### src/rtl/nfa_match_collector.sv
// rtl/nfa_match_collector.sv - first-match edge detect, byte-offset tagging and record FIFO for an NFA engine bank
// Optional saturating drop counter enabled by NFA_MATCH_COLL_DROP_CNT_EN.
module nfa_match_collector #(
  parameter int N_ENG = 8,
  parameter int ID_W  = 3,
  parameter int POS_W = 16,
  parameter int DEPTH = 16
) (
  input  logic                    clk,
  input  logic                    rst,
  input  logic                    en,
  input  logic                    sod,
  input  logic [N_ENG-1:0]        match_vec,
  output logic                    rd_valid,
  input  logic                    rd_ready,
  output logic [ID_W+POS_W-1:0]   rd_data,
  output logic [$clog2(DEPTH):0]  level,
  output logic [7:0]              drop_cnt
);

  localparam int AW = $clog2(DEPTH);
  localparam logic [POS_W-1:0] POS_MAX = '1;

  logic [POS_W-1:0]      pos;
  logic [POS_W-1:0]      new_off;
  logic [POS_W-1:0]      off [N_ENG];
  logic [N_ENG-1:0]      prev;
  logic [N_ENG-1:0]      pending;
  logic [N_ENG-1:0]      rise;
  logic [N_ENG-1:0]      lowest;
  logic [N_ENG-1:0]      grant;
  logic [ID_W-1:0]       gnt_id;
  logic                  full;
  logic                  push;
  logic                  pop;
  logic [ID_W+POS_W-1:0] mem [DEPTH];
  logic [AW-1:0]         wr_ptr;
  logic [AW-1:0]         rd_ptr;

  assign rise     = match_vec & ~prev;
  assign full     = (level == (AW+1)'(DEPTH));
  assign push     = (|pending) & ~full;
  assign pop      = rd_valid & rd_ready;
  assign rd_valid = (level != '0);
  assign rd_data  = mem[rd_ptr];

  // Engine outputs lag their byte by one edge, so the triggering byte is pos-1.
  always_comb begin
    if (pos == '0)
      new_off = '0;
    else if (pos == POS_MAX)
      new_off = POS_MAX;
    else
      new_off = pos - POS_W'(1);
  end

  always_comb begin
    lowest = pending & (~pending + N_ENG'(1));
    grant  = push ? lowest : '0;
    gnt_id = '0;
    for (int i = 0; i < N_ENG; i++)
      if (lowest[i])
        gnt_id = ID_W'(i);
  end

  always_ff @(posedge clk or negedge rst) begin
    if (!rst) begin
      pos     <= '0;
      prev    <= '0;
      pending <= '0;
      for (int i = 0; i < N_ENG; i++)
        off[i] <= '0;
    end else if (sod) begin
      pos     <= '0;
      prev    <= '0;
      pending <= '0;
      for (int i = 0; i < N_ENG; i++)
        off[i] <= '0;
    end else begin
      if (en && (pos != POS_MAX))
        pos <= pos + POS_W'(1);
      prev    <= match_vec;
      pending <= (pending & ~grant) | rise;
      for (int i = 0; i < N_ENG; i++)
        if (rise[i])
          off[i] <= new_off;
    end
  end

  // FIFO runs independently of sod so queued records survive a stream restart.
  always_ff @(posedge clk or negedge rst) begin
    if (!rst) begin
      wr_ptr <= '0;
      rd_ptr <= '0;
      level  <= '0;
      for (int i = 0; i < DEPTH; i++)
        mem[i] <= '0;
    end else begin
      if (push) begin
        mem[wr_ptr] <= {gnt_id, off[gnt_id]};
        wr_ptr      <= wr_ptr + AW'(1);
      end
      if (pop)
        rd_ptr <= rd_ptr + AW'(1);
      level <= level + (AW+1)'(push) - (AW+1)'(pop);
    end
  end

`ifdef NFA_MATCH_COLL_DROP_CNT_EN
  logic [N_ENG-1:0] dropped;
  logic [8:0]       drop_sum;

  always_comb begin
    dropped  = pending & ~grant;
    drop_sum = {1'b0, drop_cnt};
    for (int i = 0; i < N_ENG; i++)
      drop_sum = drop_sum + 9'(dropped[i]);
  end

  always_ff @(posedge clk or negedge rst) begin
    if (!rst)
      drop_cnt <= '0;
    else if (sod)
      drop_cnt <= drop_sum[8] ? 8'hff : drop_sum[7:0];
  end
`else
  assign drop_cnt = '0;
`endif

endmodule

### config.mk
export PLATFORM = sky130hd
export DESIGN_NAME = nfa_match_collector
export DESIGN_NICKNAME = d
export VERILOG_FILES = /design/src/rtl/nfa_match_collector.sv
export SDC_FILE = /design/constraint.sdc
export NUM_CORES = 1
export LEC_CHECK = 0
export ABC_AREA = 1
export CORE_ASPECT_RATIO = 0.9
export CORE_UTILIZATION = 40
export DETAILED_ROUTE_END_ITERATION = 8
export PLACE_DENSITY = 0.64
export SYNTH_ARGS = -nofsm -noshare
export SYNTH_HDL_FRONTEND = slang
export SYNTH_SLANG_ARGS = --single-unit
### constraint.sdc
create_clock -name clk -period 5.05 [get_ports clk]
set_input_delay 1.01 -clock clk [delete_from_list [all_inputs] [get_ports clk]]
set_output_delay 1.01 -clock clk [all_outputs]
set_load 0.03 [all_outputs]
; Yosys cells after proc, flatten, opt, wreduce, memory -nomap -nowiden
; Cells that the tools add are included.
[totals]
regBits = 477
latchBits = 0
mem_bits_rw = 0
romBits = 0
in_bits = 13
out_inout_bits = 33
wordCells = 103
mem_count = 0
[op_classes]
n_addsub = 7
multipliers = 0
div_mod_pow = 0
n_lt_le_gt_ge = 4
n_eq_ne = 3
shift = 0
n_mux = 32
bitwise_logic = 13
n_reduce_logical = 14
[op_table]
columns = op, count
row1 = $bwmux 304, 1
row2 = $mux 16, 14
row3 = $mux 128, 1
row4 = $bmux 19 s4, 1
row5 = $demux 19 s4, 1
row6 = $mux 19, 3
row7 = $bmux 16 s3, 1
row8 = $and 8x8->8, 3
row9 = $mux 8, 3
row10 = $not 8->8, 3
row11 = $mux 3, 6
row12 = $reduce_bool 2->1, 9
row13 = $add 16x1->16 const B, 1
row14 = $eq 16x16->1 const B, 1
row15 = $logic_not 16->1, 1
row16 = $ne 16x16->1 const B, 1
row17 = $sub 16x1->16 const B, 1
row18 = $ge 5x5->1 const B, 2
row19 = $not 4->5, 2
row20 = $add 4x1->4 const B, 2
row21 = $add 8x1->8 const B, 1
row22 = $or 8x8->8, 1
row23 = $reduce_or 8->1, 1
row24 = $add 5x1->5, 1
row25 = other kinds (10), 12

; Depth between registers and ports, before layout
; Gate-level depths: netlist (run 1).
[logic_depth]
word_depth = 15
ltp_mapped = 14
depth_no_buf = 12

; Least setup slack after synthesis (run 1)
; OpenSTA, ideal clock, no wires.
[synth_timing]
kind = reg-to-reg
from = reg level[3]
to = reg level[4]
setup_time_ps = 79
arrival_time_ps = 2663
required_ps = 4971
path_slack_ps = 2307
path_stages_with_launch = 13
n_path_buf = 0
synth_period_minus_slack_ps = 2743
path_cell_list = dfrtp_1 > inv_1 > ha_1 > nand4_1 > nand2_1 > inv_1 > ha_1 > inv_1 > ha_1 > inv_1 > fa_1 > o21ai_0 > xor2_1
[synth_between]
word_cells_on_any_way = 7
classes_between = 2 x add/sub / 1 x eq/ne / 3 x bitwise / 1 x reduce/logical
[synth_rtl]
columns = item, line
row1 = start: declaration, 17  ; output logic [$clog2(DEPTH):0] level,
row2 = start signal: assignment, 105  ; level <= level + (AW+1)'(push) - (AW+1)'(pop);
row3 = $reduce_bool 5->1, 44  ; assign rd_valid = (level != '0);
row4 = net rd_valid, 14  ; output logic rd_valid,
row5 = $and 1x1->1, 43  ; assign pop = rd_valid & rd_ready;
row6 = net pop, 35  ; logic pop;
row7 = $sub 5x1->5, 105
; The timed path passes the listed nets, and every way through them passes these cells.
; A chain may end at the register's enable or synchronous reset.

; Worst setup path after layout (run 1)
[layout_timing]
from = reg rd_ptr[1]
to = out rd_data[6]
[layout_between]
elab_chain_cells = 4
[layout_rtl]
columns = item, line
row1 = start: declaration, 38  ; logic [AW-1:0] rd_ptr;
row2 = start signal: assignment, 104  ; rd_ptr <= rd_ptr + AW'(1);
row3 = $not 4->5 (not written as such), 45  ; assign rd_data = mem[rd_ptr];
row4 = $bmux 19 s4, 45
row5 = $mux 19 (not written as such) (2 in a row), 45
row6 = end: declaration, 16  ; output logic [ID_W+POS_W-1:0] rd_data,
; Every way passes these cells. The select of a mux whose other input is x is not followed.

==> metrics.md, run 1 <==
| Metric | Value |
|---|---|
| First-pass GRT wire length | `between 100 and 150 mm` |
| Filler instances | `5775` |
| RSZ-0062 raised after global routing | `no` |
| Placed cells | `approximately 3600` |
| Hold WS | `0.451 ns` |
| Post-synth EDFFs | `0` |
| Largest net degree at the start of global routing | `~160` |
| Post_cts resized | `0` |
| Num CTS Buffers | `51` |
| Worst path required time | `just over 4 ns` |
| Drt first pass iters | `5` |
| R2R setup slack | `1.74 ns` |
| Final wirelength | `around 77 mm` |
| Syn Area/Cell | `~8.2 sq um` |
| R2R Path Start | `pending[0]` |
| Setup crit start | `rd_ptr[1]` |
| Cell area after synthesis | `roughly 24000 sq um` |
| Final worst path period share | `88.8%` |
| Htree depth | `2` |
| Flops & latches, synth | `approximately 480` |
| Fin cells | `about 3700` |
| Layout Utilization | `approximately 44%` |
| Clock buffer depth | `3` |
| Avg WL per Cell | `approximately 21 um` |
| Final setup TNS | `0 ns` |
| Die Y | `between 200 and 250 um` |
| Fin nets | `between 2000 and 3000` |
| Total number of vias | `~22000` |
| Initial Utilization | `~41%` |
| Max_slew headroom | `between 10% and 20%` |
| Commonest non-fill, non-tap cell in the layout | `nand2_1` |
| Crit Path Max Fanout | `about 70` |
| TritonCTS clock tree | `built` |
| Clock-pin slew on the worst setup and hold paths | `roughly 0.06 ns` |
| DRT antenna net count | `0` |
| Post-synth ARST share | `100%` |
| CTS Root Buffer Type | `clkbuf_16` |
| Die area | `62000 sq um` |
| Total grt overflow | `0` |
| Tot GR Track Use | `between 20% and 30%` |
| Initial antenna violation count | `1` |
| Reg2reg path depth | `12` |
| Prevailing post-synth register cell | `dfrtp_1` |
| Final Setup Violations | `0` |
| Sequential area share after synthesis | `48.9%` |
| Max Slew Vio Count | `0` |
| Worst vdd ir | `approximately 0.37 mV` |
| Status | `finished, final reports clean` |
| F_max | `223 MHz` |
| Crit path time final | `around 4.5 ns` |
| Ant diodes | `0` |
| Slew @ Worst Pin | `1.21 ns` |
| Overall Power | `0.0162 W` |
| CP startpoint kind | `flip-flop` |
| Vias per cell | `between 5 and 6` |
| RePlAce Congestion | `roughly 0.84` |
| Critical path arrival | `roughly 3.5 ns` |
| Ys Warns | `0` |
| RR Endpoint | `mem[231]` |
| IO buf count | `37` |
| Fin. Hold Viols | `0` |
| Static leakage power | `between 10 and 15 nW` |
| DP HPWL | `roughly 43 mm` |
| Mapped Cells | `around 3000` |
| I/O pin count | `46` |
| Hold Crit Class | `in -> async` |
| Vias in the first global route | `around 21000` |
| Pwr Density | `between 600 and 700 nW/um^2` |
| Post-CTS Setup Bufs | `0` |
| Share of cells above drive strength 1 | `under 10%` |
| Std cell rows | `85` |
| # DRC | `0` |
| Critical setup path kind | `reg -> out` |
| Most frequent cells in the layout | `774 x nand2_1, 474 x dfrtp_1, 340 x nand3_1` |
| Worst Clk Skew | `a little under 0.03 ns` |
| Synth cell types | `42` |
| Die Wd | `262 um` |
| # clock sinks | `477` |
| Iter 0 DRT Violations | `between 2000 and 2500` |
| Clock Latency Late Sink | `about 0.62 ns` |
| Max Cap Violations | `0` |
| Critical Path End Type | `output port` |
| Core Area | `about 60000 sq um` |
| Area added between synthesis and finish | `9.33%` |
| Hold buffers post-CTS | `0` |
## cells in the mapped netlist (18+ instances only)
cell	instances	area [sq um]
buf_2	66	330
buf_4	39	293
clkbuf_1	102	383
dfrtp_1	477	11900
inv_1	191	717
inv_2	18	67.6
mux2i_1	54	541
nand2_1	775	2910
nand3_1	340	1700
nand3_2	38	380
nand4_1	185	1160
nor2_1	167	627
o211ai_1	18	135
o21ai_0	216	1080
o21ai_1	48	240
o221ai_1	54	473
o32ai_1	18	158
xor2_1	20	175
## report_power, final
part	switching, W	internal [W]	leakage [nW]
clock	0.00159	0.00226	0.834
combinational	0.00448	0.00213	5.85
sequential	0.000728	0.00504	6.20
## cell type report
class | count | area [sq um] | share of cell area, %
Timing Repair Buffer | 83 | 796 | 2.98
Inverter | 217 | 820 | 3.07
Tap cell | 783 | 980 | 3.67
Clock inverter | 11 | 151 | 0.567
Sequential cell | 477 | 11900 | 44.8
Clock buffer | 81 | 1550 | 5.81
Multi-Input combinational cell | 2033 | 10400 | 39.1
## flip-flops by register name, indices dropped and copies added (netlist names)
signal   cells
off        128
rd_ptr       4
pending      8
wr_ptr       4
pos         16
mem        304
level        5
prev         8
## worst max-delay path: stages (launching register included)
cell and delay [ns]:
dfrtp_4 0.90, buf_4 0.50, o21ai_0 0.15, o221ai_1 0.25, nand3_1 0.10, nand2_1 0.21
clkdlybuf4s50_1 0.70
## worst max-delay path by stage
stage / end / depth (start not counted)
after floorplan: level[4] / 12
after global placement: rd_data[6] / 6
after detailed placement: rd_data[18] / 6
after CTS: rd_data[18] / 6
after global routing: rd_data[3] / 6
final: rd_data[6] / 6
## metal layers
metal | vias up | share of wire [%] | GRT usage [%]
li1 | 9728 | - | -
met1 | 10700 | 41 | 33.4
met2 | 1068 | 45 | 38.5
met4 | 2 | 3.4 | 9.82
met5 | - | 0.023 | 0
met3 | 183 | 9.8 | 6.24
## metrics by stage
stage,cell area (sq um),setup slack (ns)
floorplan,24400,2.31
global placement,25000,1.30
detailed placement,25000,1.29
CTS,26700,0.615
global route,26700,0.401
finish,26700,0.565
## kinds of logic after synthesis
| kind of cell | count (synthesis) | share of synthesized area, % |
|---|---|---|
| xor+xnor | 23 | 0.825 |
| simple gates | 1555 | 29.7 |
| compound gates | 379 | 9.15 |
| flops | 477 | 48.9 |
| mux | 54 | 2.21 |
| other cells | 1 | 0.0154 |
| buf+inv | 456 | 8.45 |
| fa+ha+maj | 14 | 0.749 |
(Power assumes the default switching activity.)
==> inputs of run 2 (changes only) <==
--- a/config.mk
+++ b/config.mk
@@ -9,7 +9,7 @@
 export CORE_ASPECT_RATIO = 0.9
 export CORE_UTILIZATION = 40
 export DETAILED_ROUTE_END_ITERATION = 8
-export PLACE_DENSITY = 0.64
+export PLACE_DENSITY = 0.66
 export SYNTH_ARGS = -nofsm -noshare
 export SYNTH_HDL_FRONTEND = slang
 export SYNTH_SLANG_ARGS = --single-unit
==> constraint.sdc (replaced) <==
create_clock -name clk -period 4 [get_ports clk]
set_input_delay 0.8 -clock clk [delete_from_list [all_inputs] [get_ports clk]]
set_output_delay 0.8 -clock clk [all_outputs]
set_load 0.03 [all_outputs]
==> run 2 against run 1 <==
Effect of this change: flip-flop and latch count is the same; clock skew about the same; utilization grew 0.32 points; clock-buffer cell count down 2; register-to-register slack worse by 1.1 ns; via count down 1.0%; largest cell class unchanged; clock power is 26% higher; routed wire length down 0.89%; largest power group unchanged.
==> metrics.md, run 2 (synthesis gave the netlist of run 1 again) <==
| Metric | Value |
|---|---|
| Hold WS | `approximately 0.2 ns` |
| # clock sinks | `between 400 and 500` |
| Initial antenna violation count | `0` |
| CTS Root Buffer Type | `clkbuf_16` |
| Commonest non-fill, non-tap cell in the layout | `nand2_1` |
| Largest registers | `mem x304, off x128, pos x16` |
| Clock buffer depth | `3` |
| Most frequent cells in the layout | `774 x nand2_1, 474 x dfrtp_1, 340 x nand3_1` |
| Slew @ Worst Pin | `about 1.0 ns` |
| Final wirelength | `around 77 mm` |
| Critical setup path kind | `reg -> out` |
| Vias per cell | `around 5.8` |
| Max Slew Vio Count | `0` |
| Fin cells | `approximately 3700` |
| DRT antenna net count | `0` |
| Status | `finished, final reports clean` |
| Largest net degree at the start of global routing | `around 130` |
| Area post-placement | `around 25000 sq um` |
| Die area | `slightly above 60000 sq um` |
| Num CTS Buffers | `52` |
| Pwr Density | `~770 nW/um^2` |
| Hold Crit Class | `in -> async` |
| Area added between synthesis and finish | `10.1%` |
| Overall Power | `approximately 0.021 W` |
| Crit Path Max Fanout | `~130` |
| Crit path time final | `slightly below 4 ns` |
| Largest reg by FF count | `mem` |
| RePlAce Congestion | `approximately 0.83` |
| # DRC | `0` |
| Std cell rows | `85` |
| Clock-pin slew on the worst setup and hold paths | `around 0.060 ns` |
| First-pass GRT wire length | `between 100 and 150 mm` |
| Ant diodes | `0` |
| F_max | `between 200 and 300 MHz` |
| Max Cap Violations | `0` |
| Worst Clk Skew | `about 0.029 ns` |
| Worst path required time | `3.20 ns` |
| Final Setup Violations | `0` |
| RSZ-0062 raised after global routing | `no` |
| Max_slew headroom | `a little under a third` |
| TritonCTS clock tree | `built` |
| CP bufs+invs | `2` |
| Critical path arrival | `about 3.1 ns` |
| Worst path cell trace | `buf_12, o21ai_0, o221ai_1, nand3_1, nand2_1, clkdlybuf4s50_1` |
| Clock Latency Late Sink | `around 0.62 ns` |
| Slowest cell on the critical path | `clkdlybuf4s50_1` |
| Max stage delay on crit path | `between 0.6 and 0.7 ns` |
| Htree depth | `2` |
| Drt first pass iters | `9` |
| Largest register FFs | `304` |
| I/O pin count | `46` |
| Fin nets | `~2900` |
| Worst vdd ir | `roughly 0.47 mV` |
| Total grt overflow | `0` |
| Placed cells | `approximately 3600` |
| Core Area | `approximately 60000 sq um` |
| Initial Utilization | `about 40%` |
| IO buf count | `37` |
| Tot GR Track Use | `between 20 and 25%` |
| DP HPWL | `42.9 mm` |
| Share of cells above drive strength 1 | `under 10%` |
| Die Wd | `around 260 um` |
| Static leakage power | `about 13 nW` |
| Final instance area | `between 20000 and 30000 sq um` |
| Crit path max-delay family | `buffers and inverters` |
| Fin. Hold Viols | `0` |
| Filler instances | `slightly below 6000` |
| Final worst path period share | `just under 100%` |
| Die Y | `approximately 240 um` |
| Total number of vias | `around 21000` |
| Iter 0 DRT Violations | `roughly 2600` |
| Vias in the first global route | `just over 20000` |
| Final setup TNS | `0 ns` |
| Critical Path End Type | `output port` |
| CP startpoint kind | `flip-flop` |
| Avg WL per Cell | `approximately 21 um` |
-- run 2: timing repair --
action / CTS / global route
endpoints found under the hold margin: 0 / 0
setup buffers: 0 / 1
hold buffers: 0 / 0
gates resized for setup: 0 / 1
endpoints found under the setup margin: 0 / 8
-- run 2: cell type report --
class                           count  area [sq um]  share of cell area, %
Clock buffer                       79          1580                   5.86
Sequential cell                   477         11900                   44.5
Multi-Input combinational cell   2033         10400                   38.8
Timing Repair Buffer               97           976                   3.63
Clock inverter                     17           136                  0.508
Inverter                          217           821                   3.05
Tap cell                          783           980                   3.65
-- run 2: final timing paths --
| path | from | cells after the start | end | slack, ns |
|---|---|---|---|---|
| hold / removal | rst | 1 | off[58] | 0.20 |
| max in group asynchronous | rst | 2 | mem[173] | 2.77 |
| min in group clk | mem[27] | 2 | mem[27] | 0.48 |
| setup / recovery | rd_ptr[0] | 6 | rd_data[0] | 0.07 |
| hold reg to reg | mem[27] | 2 | mem[27] | 0.48 |
| setup reg to reg | level[2] | 10 | mem[232] | 0.69 |
-- run 2: metal layers --
layer  vias up  GRT usage (%)  routed length, um
li1       9767              -                  -
met1     10500           35.0              33400
met2      1024           37.0              33500
met3       180           4.69               7130
met4         0           9.73               2770
met5         -              0                  0
-- run 2: through the flow --
stage	utilization, %	setup slack, ns
after floorplan	-	1.26
after global placement	41.8	0.703
after detailed placement	41.8	0.728
after CTS	44.7	0.0624
after global routing	44.7	0.00697
final	44.7	0.0742
-- run 2: report_power, final --
part           switching, W  internal [W]
registers          0.000901       0.00637
logic               0.00572       0.00279
clock network       0.00208       0.00278
total               0.00869        0.0119
